===== src/rtl/dmem_arbiter.sv =====
// dmem_arbiter: shares one single-cycle data memory between the core load/store
// path and an external host port. Every access takes an IDLE -> GNT_* -> IDLE
// pass. The host wins ties. Read data is registered back to the requester.
// Optional feature: define DMEM_ARB_STARVE_EN to add a host-run counter. After
// MAX_HOST_RUN consecutive host wins against a waiting core, the core wins the
// next tie.
module dmem_arbiter #(
  parameter int unsigned ADDR_W       = 32,
  parameter int unsigned DATA_W       = 32,
  parameter int unsigned MAX_HOST_RUN = 4
) (
  input  logic              clk,
  input  logic              rst,
  // core port
  input  logic              core_req,
  input  logic              core_we,
  input  logic [ADDR_W-1:0] core_addr,
  input  logic [DATA_W-1:0] core_wdata,
  output logic              core_gnt,
  output logic              core_rvalid,
  output logic [DATA_W-1:0] core_rdata,
  output logic              core_stall,
  // host port
  input  logic              host_req,
  input  logic              host_we,
  input  logic [ADDR_W-1:0] host_addr,
  input  logic [DATA_W-1:0] host_wdata,
  output logic              host_gnt,
  output logic              host_rvalid,
  output logic [DATA_W-1:0] host_rdata,
  // memory side
  output logic              mem_we,
  output logic [ADDR_W-1:0] mem_addr,
  output logic [DATA_W-1:0] mem_wd,
  input  logic [DATA_W-1:0] mem_rd
);

  localparam int unsigned      CNT_W   = 4;
  localparam logic [CNT_W-1:0] RUN_LIM = CNT_W'(MAX_HOST_RUN);

  // 2'b11 is unreachable and decodes as IDLE
  localparam logic [1:0] S_IDLE     = 2'b00;
  localparam logic [1:0] S_GNT_CORE = 2'b01;
  localparam logic [1:0] S_GNT_HOST = 2'b10;

  logic [1:0]        state_q, state_d;
  logic              core_rvalid_q, core_rvalid_d;
  logic              host_rvalid_q, host_rvalid_d;
  logic [DATA_W-1:0] core_rdata_q, core_rdata_d;
  logic [DATA_W-1:0] host_rdata_q, host_rdata_d;
  logic [CNT_W-1:0]  starve_cnt;
  logic              core_first;

  // Core takes a tie only once the host has used up its allowed run
  assign core_first = (starve_cnt == RUN_LIM);

`ifdef DMEM_ARB_STARVE_EN
  logic [CNT_W-1:0] starve_cnt_q, starve_cnt_d;
  logic             in_idle;

  assign starve_cnt = starve_cnt_q;
  assign in_idle    = (state_q != S_GNT_CORE) && (state_q != S_GNT_HOST);

  // Count host wins taken while the core is waiting
  always_comb begin
    starve_cnt_d = starve_cnt_q;
    if (state_q == S_GNT_CORE) begin
      starve_cnt_d = '0;
    end else if (in_idle) begin
      if (!core_req) begin
        starve_cnt_d = '0;
      end else if ((state_d == S_GNT_HOST) && (starve_cnt_q != '1)) begin
        starve_cnt_d = starve_cnt_q + CNT_W'(1);
      end
    end
  end

  // Host-run counter register
  always_ff @(posedge clk) begin
    if (rst) starve_cnt_q <= '0;
    else     starve_cnt_q <= starve_cnt_d;
  end
`else
  assign starve_cnt = '0;
`endif

  // State register
  always_ff @(posedge clk) begin
    if (rst) state_q <= S_IDLE;
    else     state_q <= state_d;
  end

  // Next state: a grant always returns to IDLE; IDLE arbitrates
  always_comb begin
    state_d = S_IDLE;
    case (state_q)
      S_GNT_CORE, S_GNT_HOST: state_d = S_IDLE;
      default: begin
        if (core_req && (!host_req || core_first)) state_d = S_GNT_CORE;
        else if (host_req)                         state_d = S_GNT_HOST;
      end
    endcase
  end

  // Grant and memory-side outputs; reset kills an in-flight access
  always_comb begin
    core_gnt = 1'b0;
    host_gnt = 1'b0;
    mem_we   = 1'b0;
    mem_addr = '0;
    mem_wd   = '0;
    if (!rst) begin
      case (state_q)
        S_GNT_CORE: begin
          core_gnt = 1'b1;
          mem_we   = core_we;
          mem_addr = core_addr;
          mem_wd   = core_wdata;
        end
        S_GNT_HOST: begin
          host_gnt = 1'b1;
          mem_we   = host_we;
          mem_addr = host_addr;
          mem_wd   = host_wdata;
        end
        default: ;
      endcase
    end
  end

  assign core_stall = core_req & ~core_gnt;

  // Read return: capture memory data at the end of a read grant
  always_comb begin
    core_rvalid_d = core_gnt & ~core_we;
    host_rvalid_d = host_gnt & ~host_we;
    core_rdata_d  = core_rvalid_d ? mem_rd : core_rdata_q;
    host_rdata_d  = host_rvalid_d ? mem_rd : host_rdata_q;
  end

  // Read return registers
  always_ff @(posedge clk) begin
    if (rst) begin
      core_rvalid_q <= 1'b0;
      host_rvalid_q <= 1'b0;
      core_rdata_q  <= '0;
      host_rdata_q  <= '0;
    end else begin
      core_rvalid_q <= core_rvalid_d;
      host_rvalid_q <= host_rvalid_d;
      core_rdata_q  <= core_rdata_d;
      host_rdata_q  <= host_rdata_d;
    end
  end

  assign core_rvalid = core_rvalid_q;
  assign host_rvalid = host_rvalid_q;
  assign core_rdata  = core_rdata_q;
  assign host_rdata  = host_rdata_q;

endmodule


===== config.mk =====
export PLATFORM = sky130hd
export DESIGN_NAME = dmem_arbiter
export DESIGN_NICKNAME = d
export VERILOG_FILES = /design/src/rtl/dmem_arbiter.sv
export SDC_FILE = /design/constraint.sdc
export NUM_CORES = 1
export LEC_CHECK = 0
export ABC_AREA = 1
export BUFFER_PORTS_ARGS = -buffer_cell sky130_fd_sc_hd__buf_2
export CAP_MARGIN = 20
export CORE_ASPECT_RATIO = 0.6
export CORE_MARGIN = 5
export CORE_UTILIZATION = 43
export CTS_BUF_LIST = sky130_fd_sc_hd__clkbuf_8
export CTS_CLUSTER_SIZE = 16
export DETAILED_ROUTE_END_ITERATION = 10
export PLACE_DENSITY = 0.84
export SYNTH_ARGS = -nofsm -noshare
export SYNTH_HDL_FRONTEND = slang
export SYNTH_SLANG_ARGS = --single-unit

===== constraint.sdc =====
create_clock -name clk -period 1.51 [get_ports clk]
set_input_delay 0.0755 -clock clk [delete_from_list [all_inputs] [get_ports clk]]
set_output_delay 0.0755 -clock clk [all_outputs]
set_load 0.01 [all_outputs]

==> results of run 1 <==
## path summary, 6_finish.rpt
check                                              endpoint  cells after the start
worst max register to register  core_rdata[25]$_SDFFE_PP0P_                      8
worst min register to register  core_rdata[12]$_SDFFE_PP0P_                      4
worst min-delay path            host_rdata[28]$_SDFFE_PP0P_                      3
worst max-delay path                              mem_wd[6]                      8
## timing repair
action / CTS / global route
cloned: 11 / 2
buffers inserted: 9 / 0
hold buffers: 32 / 0
endpoints found under the setup margin: 67 / 81
endpoints found under the hold margin: 56 / 0
pin swaps: 3 / 3
gates resized for setup: 41 / 40
## cells in the mapped netlist (2+ instances only)
cell type                  instances
sky130_fd_sc_hd__a21oi_1          15
sky130_fd_sc_hd__nor2_1           67
sky130_fd_sc_hd__inv_1            75
sky130_fd_sc_hd__buf_1             4
sky130_fd_sc_hd__dfxtp_1          68
sky130_fd_sc_hd__nor3_1            2
sky130_fd_sc_hd__nand4_1          64
sky130_fd_sc_hd__buf_6            17
sky130_fd_sc_hd__nand3_2           2
sky130_fd_sc_hd__nand2_1         260
sky130_fd_sc_hd__clkbuf_1          5
sky130_fd_sc_hd__a21oi_2          50
sky130_fd_sc_hd__buf_2            29
sky130_fd_sc_hd__ha_1              3
## area by class of cell
| type | instances | area share |
|---|---|---|
| Antenna cell | 1 | 0.000349 |
| Clock buffer | 10 | 0.0192 |
| Clock inverter | 6 | 0.0155 |
| Inverter | 76 | 0.0408 |
| Multi-Input combinational cell | 464 | 0.338 |
| Sequential cell | 68 | 0.190 |
| Tap cell | 135 | 0.0235 |
| Timing Repair Buffer | 378 | 0.372 |
## sequential cells by signal (all words and copies together) (netlist names)
signal and cells:
host_rdata 32, state_q 2, host_rvalid 1, core_rvalid 1, core_rdata 32
## kinds of logic after synthesis
| family | count (synthesis) | synth area share |
|---|---|---|
| AO/OA/AOI/OAI | 65 | 0.121 |
| adder cells (fa/ha/maj) | 3 | 0.00885 |
| buffers and inverters | 132 | 0.157 |
| flip-flops | 68 | 0.321 |
| AND/OR/NAND/NOR | 396 | 0.392 |
## critical path, delay by kind of cell, from the launching register on
kind                     cells  cell delay (ns)
AO/OA/AOI/OAI                1             0.12
adder cells (fa/ha/maj)      1             0.21
buffers and inverters        5             0.60
flip-flops                   1             0.34
AND/OR/NAND/NOR              1             0.08
## metal layers
layer	share of wire	vias to the layer above	wire (µm)	GRT usage
li1	-	2746	-	-
met1	0.39	2600	7990	0.403
met2	0.46	356	9450	0.540
met3	0.099	84	2040	0.0938
met4	0.054	0	1110	0.182
met5	0	-	0	0
## power by group through the flow
stage	clock, mW	combinational (mW)	sequential [mW]
after floorplan	0	0.418	1.93
after global placement	0	0.861	1.90
after detailed placement	0	0.869	1.91
after CTS	1.92	1.14	1.87
after global routing	2.00	1.31	1.87
final	1.91	1.23	1.87
## stage by stage
step | utilization | setup WS, ns | area, µm² | hold slack, ns | setup TNS [ns]
6_report | 0.737 | -0.275 | 7180 | 0.0101 | -14.31
3_5_place_dp | 0.601 | 0.0480 | 5850 | 0.334 | 0
5_1_grt | 0.737 | -0.374 | 7180 | 0.00892 | -19.24
2_1_floorplan | - | 0.247 | 4240 | 0.205 | 0
3_3_place_gp | 0.601 | 0.100 | 5850 | 0.336 | 0
4_1_cts | 0.714 | -0.250 | 6950 | 0.00437 | -14.29
==> impl_metrics.py, run 1 <==
metrics = {
    "synthesis": {
        "postSynthNetCount": 833,
        "yosysTopAreaCellShare": 0.321,
        "netlist-cell-type-count": 17,
        "synth_cells": 664,
        "synth_enable_flop_cells": 0,
        "async_set_or_reset_flop_fraction_in_the_synthesized_netlist": 0,
        "seq_area_frac_synth": 0.321,
        "synth_top_flop_cell": "sky130_fd_sc_hd__dfxtp_1",
        "synthesis.yosys.warnings": 0,
        "post_synth.cell_area_avg_um2": 6.39,
        "synth_top_cells_by_area": "sky130_fd_sc_hd__dfxtp_1 (32%), sky130_fd_sc_hd__nand2_1 (23%), sky130_fd_sc_hd__a21oi_2 (10%), sky130_fd_sc_hd__nand4_1 (9.4%), sky130_fd_sc_hd__inv_1 (6.6%)",
        "cell_accounting_for_the_most_synthesized_area": "sky130_fd_sc_hd__dfxtp_1",
        "synthesized_cell_area_um2": 4240,
        "postSynthRegisterBits": 68,
    },
    "die": {
        "io_pins": 300,
        "chipWidth_um": 138,
        "placementRows": 28,
        "initial_core_util": 0.436,
        "die_h_um": 86.9,
        "coreArea_um2": 9740,
        "floorplan.die_area_um2": 12000,
    },
    "sta": {
        "rsz_0062_raised_after_global_routing": "yes",
        "slew_headroom": 0.788,
        "finalCritPeriodShare": 1.18,
        "tightest_slew_ns": 0.317,
        "fmax_ghz": 0.560,
        "setup_violations": 66,
        "fin_skew_ns": 0.0120,
        "final_period_minus_worst_setup_slack_ns": 1.79,
        "report.final.slew_viol_count": 0,
        "finalHoldViolations": 0,
        "post-route-worst-setup-slack_ns": -0.275,
    },
    "clock_tree": {
        "clkSlewWorstSetupHoldPaths_ns": 0.08,
        "clk_root_buffer_cell": "sky130_fd_sc_hd__clkbuf_8",
        "clkLatencyLatePin_ns": 0.36,
        "number_of_buffers_created_by_cts": 9,
        "tritoncts": "built",
        "clock_sink_count": 68,
        "htree_levels": 3,
        "ctsLongestPathBuffers": 2,
    },
    "detailed_routing": {
        "detailed_route_drc_error_count": 0,
        "detail_route.vias_per_cell": 5.08,
        "wire_per_inst_um": 18.1,
        "dr.pass1.iters": 5,
        "routed-via-count": 5786,
        "drt_first_iter_violations": 685,
        "detail-route-antenna-nets": 0,
        "wirelength_um": 20600,
    },
    "final_layout": {
        "area_occupied_by_multi_input_gates_um2": 2430,
        "nNetsFinal": 1166,
        "layout_commonest_cell": "sky130_fd_sc_hd__buf_2",
        "final_cells": 1138,
        "sequential_cell_area_um2": 1370,
        "syn_to_final_growth_pct": 69.2,
        "n_fill_cell": 782,
        "commonest_cells_after_routing_fill_and_taps_aside": "sky130_fd_sc_hd__buf_2 (292), sky130_fd_sc_hd__nand2_1 (243), sky130_fd_sc_hd__inv_1 (73)",
        "post_route_cells_drive_above_1_share": 0.455,
    },
    "worst_setup_path": {
        "reg2reg_slack_ns": 0.01,
        "cp_max_stage_cell": "sky130_fd_sc_hd__dfxtp_2",
        "worstPathRequired_ns": 1.43,
        "cp_slowest_stage_delay_ns": 0.34,
        "r2r_start": "state_q[1]$_SDFF_PP0_",
        "critical_path_peak_fanout": 5,
        "crit_path_start": "state_q[0]$_SDFF_PP0_",
        "cp_data_arrival_time_ns": 1.71,
        "criticalPathCategory": "flop to output port",
        "end_kind": "output port",
        "timing.critical_path.cells": "inv_2 > ha_4 > inv_4 > nand2_8 > buf_12 > buf_16 > a21oi_2 > buf_2",
        "start_kind": "flop",
    },
    "power_and_ir_drop": {
        "p_total_mw": 5.01,
        "clock_share_of_power": 0.381,
        "ir_worst_vdd_v": 0.000463,
        "internal_power_mw": 3.57,
        "power.leakage_nw": 3.59,
        "power.share.sequential": 0.373,
        "power.switching_mw": 1.44,
        "p_sw_frac": 0.287,
        "p_per_area_nw_per_um2": 698,
        "combinationalPowerShare": 0.246,
    },
    "status": {
        "status": "complete, but fails checks",
        "violations_in_the_final_reports": "setup timing",
    },
    "placement": {
        "dp_hpwl_um": 14000,
        "gp_congestion": 0.922,
        "port_buffers": 299,
        "dpl.cell_count": 1067,
    },
    "grt": {
        "wire_length_of_the_first_global_routing_pass_um": 31100,
        "grt_max_degree": 68,
        "track_usage": 0.332,
        "grt_antenna_before_repair": 1,
        "grt_overflow": 0,
        "grt_pass1_vias": 5456,
    },
    "worst_hold_path": {
        "holdCritStartpoint": "mem_rd[28]",
        "worstHoldPathType": "primary input to flop",
    },
    "job": {
        "drv_cap": 0,
    },
}
(Power assumes the default switching activity.)
==> run 2, diff against run 1 <==
--- a/config.mk
+++ b/config.mk
@@ -15,6 +15,7 @@
 export CTS_CLUSTER_SIZE = 16
 export DETAILED_ROUTE_END_ITERATION = 10
 export PLACE_DENSITY = 0.84
+export REMOVE_ABC_BUFFERS = 1
 export SYNTH_ARGS = -nofsm -noshare
 export SYNTH_HDL_FRONTEND = slang
 export SYNTH_SLANG_ARGS = --single-unit
==> run 2 against run 1 <==
The flow still finishes with violations (setup timing). Design area is 2.5% higher. Sequential cell count stayed put. Cell count is 0.79% higher. Clock-buffer cell count is 1 higher. First-iteration DRC count is 15% lower. Largest cell class unchanged.
==> impl_metrics.py, run 2 (synthesis gave the netlist of run 1 again) <==
metrics = {
    "clock_tree": {
        "tritoncts": "built",
        "clkLatencyLatePin_ns": 0.35,
        "htree_levels": 3,
        "number_of_buffers_created_by_cts": 9,
        "clkSlewWorstSetupHoldPaths_ns": 0.08,
        "ctsLongestPathBuffers": 2,
        "clk_root_buffer_cell": "sky130_fd_sc_hd__clkbuf_8",
        "clock_sink_count": 68,
    },
    "sta": {
        "slew_headroom": 0.732,
        "finalCritPeriodShare": 1.16,
        "fmax_ghz": 0.571,
        "report.final.slew_viol_count": 0,
        "fin_setup_tns_ns": -12.97,
        "final_period_minus_worst_setup_slack_ns": 1.75,
        "post-route-worst-setup-slack_ns": -0.241,
        "finalHoldWorstSlack_ns": 0.272,
        "rsz_0062_raised_after_global_routing": "yes",
        "setup_violations": 68,
        "fin_skew_ns": 0.00832,
        "tightest_slew_ns": 0.402,
        "finalHoldViolations": 0,
    },
    "status": {
        "status": "complete, but fails checks",
        "violations_in_the_final_reports": "setup timing",
    },
    "grt": {
        "wire_length_of_the_first_global_routing_pass_um": 31100,
        "grt_overflow": 0,
        "grt_max_degree": 68,
        "grt_antenna_before_repair": 1,
        "track_usage": 0.328,
        "grt_pass1_vias": 5753,
    },
    "worst_setup_path": {
        "critical_path_peak_fanout": 7,
        "start_kind": "flop",
        "worstPathRequired_ns": 1.43,
        "end_kind": "output port",
        "criticalPathCategory": "flop to output port",
        "cp_data_arrival_time_ns": 1.68,
    },
    "die": {
        "chipWidth_um": 138,
        "floorplan.die_area_um2": 12000,
        "io_pins": 300,
        "coreArea_um2": 9740,
        "placementRows": 28,
        "initial_core_util": 0.436,
        "die_h_um": 86.9,
    },
    "final_layout": {
        "finish.utilization": 0.756,
        "layout_commonest_cell": "sky130_fd_sc_hd__buf_2",
        "commonest_cells_after_routing_fill_and_taps_aside": "sky130_fd_sc_hd__buf_2 (287), sky130_fd_sc_hd__nand2_1 (214), sky130_fd_sc_hd__inv_1 (71)",
        "syn_to_final_growth_pct": 73.5,
        "final_cells": 1147,
        "post_route_cells_drive_above_1_share": 0.489,
        "nNetsFinal": 1175,
    },
    "power_and_ir_drop": {
        "power.leakage_nw": 3.63,
        "p_per_area_nw_per_um2": 670,
        "ir_worst_vdd_v": 0.000605,
    },
    "detailed_routing": {
        "detailed_route_drc_error_count": 0,
        "routed-via-count": 6175,
        "detail_route.vias_per_cell": 5.38,
        "wire_per_inst_um": 19.9,
        "detail-route-antenna-nets": 0,
        "dr.pass1.iters": 7,
        "drt_first_iter_violations": 583,
        "wirelength_um": 22800,
    },
    "placement": {
        "port_buffers": 299,
        "gp_congestion": 0.913,
        "dpl.cell_count": 1071,
        "dp_hpwl_um": 13200,
    },
    "job": {
        "drv_cap": 0,
    },
    "worst_hold_path": {
        "worstHoldPathType": "primary input to flop",
    },
}
-- run 2: layout make-up --
| type | instances | area, µm² |
|---|---|---|
| Inverter | 76 | 303 |
| Tap cell | 135 | 169 |
| Antenna cell | 1 | 2.50 |
| Sequential cell | 68 | 1370 |
| Clock inverter | 5 | 83.8 |
| Multi-Input combinational cell | 465 | 2540 |
| Timing Repair Buffer | 386 | 2740 |
| Clock buffer | 11 | 151 |
| Fill cell | 711 | 2380 |
-- run 2: path summary, 6_finish.rpt --
kind	depth (start not counted)	to	startpoint	slack, ns
min reg2reg	4	host_rdata[0]$_SDFFE_PP0P_	host_rdata[0]$_SDFFE_PP0P_	0.52
max reg2reg	8	core_rdata[25]$_SDFFE_PP0P_	state_q[0]$_SDFF_PP0_	0.03
min	5	host_rdata[2]$_SDFFE_PP0P_	host_we	0.27
max	7	mem_addr[2]	state_q[0]$_SDFF_PP0_	-0.24
-- run 2: report_power, final --
| group | internal (mW) | switching [mW] |
|---|---|---|
| clock network | 1.02 | 0.756 |
| registers | 1.84 | 0.0302 |
| logic | 0.585 | 0.698 |
| total | 3.45 | 1.48 |
-- run 2: worst max-delay path, stage by stage (launching register included) --
cell	delay, ns
sky130_fd_sc_hd__dfxtp_4	0.37
sky130_fd_sc_hd__buf_6	0.10
sky130_fd_sc_hd__ha_4	0.18
sky130_fd_sc_hd__buf_12	0.18
sky130_fd_sc_hd__clkbuf_16	0.17
sky130_fd_sc_hd__nand2_4	0.05
sky130_fd_sc_hd__a21oi_2	0.13
sky130_fd_sc_hd__buf_2	0.15
-- run 2: through the flow --
step                power (mW)  area (µm²)  worst slack [ns]
floorplan                 2.25        3860             -1.64
global placement          2.75        5850            0.0420
detailed placement        2.76        5850           0.00512
CTS                       4.79        6970            -0.250
global route              5.09        7360            -0.292
finish                    4.93        7360            -0.241
-- run 2: timing repair --
action | in CTS | in global routing
cloned | 11 | 6
buffers inserted | 7 | 4
hold endpoints to repair | 60 | 0
setup endpoints to repair | 68 | 79
resized for setup | 60 | 78
hold buffers | 35 | 0
pin swaps | 8 | 30
-- run 2: layer usage --
layer,part of all wire,up-vias,wire length (µm),track usage
met4,0.054,0,1240,0.131
met5,0,-,0,0
met1,0.36,2774,8200,0.388
li1,-,2764,-,-
met2,0.47,524,10700,0.573
met3,0.11,113,2580,0.0905
==> run 3, diff against run 2 <==
--- a/config.mk
+++ b/config.mk
@@ -16,6 +16,7 @@
 export DETAILED_ROUTE_END_ITERATION = 10
 export PLACE_DENSITY = 0.84
 export REMOVE_ABC_BUFFERS = 1
+export SETUP_SLACK_MARGIN = 0.5
 export SYNTH_ARGS = -nofsm -noshare
 export SYNTH_HDL_FRONTEND = slang
 export SYNTH_SLANG_ARGS = --single-unit
==> run 3 against run 2 <==
Critical path depth is the same. The run still ends with setup timing left. Combinational power increased by 18%. Wire length up 7.9%. Register-to-register slack got worse by 0.15 ns. Clock power hardly changed. Die area unchanged. First-iteration DRC count grew 8.9%. Maximum frequency fell by 8.3%. Cell count rose by 2.7%. Global-route usage increased by 1.1 points.
==> impl_metrics.py, run 3 (synthesis gave the netlist of run 1 again) <==
metrics = {
    "status": {
        "status": "complete, but fails checks",
        "violations_in_the_final_reports": "setup timing",
    },
    "clock_tree": {
        "clkSlewWorstSetupHoldPaths_ns": 0.08,
        "number_of_buffers_created_by_cts": 9,
        "clkLatencyLatePin_ns": 0.36,
        "htree_levels": 3,
        "tritoncts": "built",
        "ctsLongestPathBuffers": 2,
        "clock_sink_count": 68,
        "clk_root_buffer_cell": "sky130_fd_sc_hd__clkbuf_8",
    },
    "sta": {
        "fin_setup_tns_ns": -18.04,
        "rsz_0062_raised_after_global_routing": "yes",
        "tightest_slew_ns": 0.394,
        "finalHoldWorstSlack_ns": 0.281,
        "final_period_minus_worst_setup_slack_ns": 1.91,
        "slew_headroom": 0.737,
        "fmax_ghz": 0.524,
        "fin_skew_ns": 0.0122,
        "setup_violations": 91,
        "report.final.slew_viol_count": 0,
        "post-route-worst-setup-slack_ns": -0.400,
        "finalCritPeriodShare": 1.26,
        "finalHoldViolations": 0,
    },
    "placement": {
        "preCtsSetupSlack_ns": 0.00512,
        "dpl-instance-area_um2": 5850,
        "dpl.cell_count": 1071,
        "gp_congestion": 0.913,
        "port_buffers": 299,
        "dp_hpwl_um": 13200,
    },
    "die": {
        "chipWidth_um": 138,
        "placementRows": 28,
        "initial_core_util": 0.436,
        "floorplan.die_area_um2": 12000,
        "die_h_um": 86.9,
        "coreArea_um2": 9740,
        "io_pins": 300,
    },
    "power_and_ir_drop": {
        "p_total_mw": 5.17,
        "power.switching_mw": 1.58,
        "p_per_area_nw_per_um2": 637,
        "combinationalPowerShare": 0.292,
        "ir_worst_vdd_v": 0.000572,
        "clock_share_of_power": 0.346,
        "p_sw_frac": 0.305,
        "power.share.sequential": 0.362,
        "power.leakage_nw": 4.05,
        "internal_power_mw": 3.59,
    },
    "grt": {
        "wire_length_of_the_first_global_routing_pass_um": 32000,
        "grt_antenna_before_repair": 0,
        "grt_max_degree": 68,
        "grt_overflow": 0,
        "grt_pass1_vias": 5948,
        "track_usage": 0.339,
    },
    "final_layout": {
        "commonest_cells_after_routing_fill_and_taps_aside": "sky130_fd_sc_hd__buf_2 (289), sky130_fd_sc_hd__nand2_1 (185), sky130_fd_sc_hd__inv_1 (69)",
        "nNetsFinal": 1207,
        "post_route_cells_drive_above_1_share": 0.536,
        "layout_commonest_cell": "sky130_fd_sc_hd__buf_2",
        "syn_to_final_growth_pct": 91.4,
        "postLayoutCellArea_um2": 8120,
        "insertedDiodeCount": 0,
        "n_fill_cell": 555,
        "finish.utilization": 0.833,
        "final_cells": 1178,
    },
    "worst_setup_path": {
        "end_kind": "output port",
        "criticalPathCategory": "flop to output port",
        "start_kind": "flop",
        "cp_data_arrival_time_ns": 1.83,
        "worstPathRequired_ns": 1.43,
        "critical_path_peak_fanout": 6,
    },
    "job": {
        "drv_cap": 0,
    },
    "detailed_routing": {
        "detail_route.vias_per_cell": 5.58,
        "wire_per_inst_um": 20.9,
        "dr.pass1.iters": 7,
        "wirelength_um": 24600,
        "routed-via-count": 6572,
        "detailed_route_drc_error_count": 0,
        "drt_first_iter_violations": 635,
        "detail-route-antenna-nets": 0,
    },
    "worst_hold_path": {
        "worstHoldPathType": "primary input to flop",
    },
}
[run 3: final timing paths]
| check | from | end | slack, ns | cells past startpoint |
|---|---|---|---|---|
| worst max-delay path | state_q[0]$_SDFF_PP0_ | mem_addr[29] | -0.40 | 7 |
| worst min-delay path | rst | state_q[1]$_SDFF_PP0_ | 0.28 | 3 |
| worst min register to register | core_rdata[0]$_SDFFE_PP0P_ | core_rdata[0]$_SDFFE_PP0P_ | 0.52 | 4 |
| worst max register to register | state_q[0]$_SDFF_PP0_ | core_rdata[9]$_SDFFE_PP0P_ | -0.12 | 9 |
[run 3: per-layer routing]
layer | wire length, µm | share of wire | track usage | vias up
met5 | 0 | 0 | 0 | -
met4 | 1800 | 0.073 | 0.155 | 0
met3 | 3020 | 0.12 | 0.0987 | 158
met2 | 11300 | 0.46 | 0.574 | 620
met1 | 8420 | 0.34 | 0.404 | 2947
li1 | - | - | - | 2847
[run 3: cell type report]
class | count | area (µm²) | share of cell area
tap | 135 | 169 | 0.0208
clock buffer | 11 | 151 | 0.0187
sequential | 68 | 1370 | 0.169
inverter | 76 | 308 | 0.0379
multi-input combinational | 465 | 2720 | 0.335
timing repair buffer | 418 | 3320 | 0.409
clock inverter | 5 | 83.8 | 0.0103
[run 3: critical path, cell delays in order (launching register included)]
cell                      delay (ns)
sky130_fd_sc_hd__dfxtp_4        0.38
sky130_fd_sc_hd__buf_6          0.10
sky130_fd_sc_hd__ha_4           0.18
sky130_fd_sc_hd__buf_6          0.14
sky130_fd_sc_hd__buf_6          0.13
sky130_fd_sc_hd__nand2_2        0.09
sky130_fd_sc_hd__a21oi_2        0.25
sky130_fd_sc_hd__buf_2          0.20
[run 3: power by group through the flow]
stage / logic, mW / registers [mW] / clock network (mW)
global placement: 0.842 / 1.90 / 0
floorplan: 0.319 / 1.93 / 0
finish: 1.51 / 1.87 / 1.79
detailed placement: 0.852 / 1.91 / 0
CTS: 1.23 / 1.87 / 1.80
global route: 1.57 / 1.87 / 1.87
[run 3: timing repair]
item                                    in CTS  in global routing
gates cloned                                17                  9
pin swaps                                   24                 65
endpoints found under the setup margin     135                136
setup buffers                               17                 14
hold buffers                                34                  0
resized for setup                          113                111
hold endpoints to repair                    62                  0
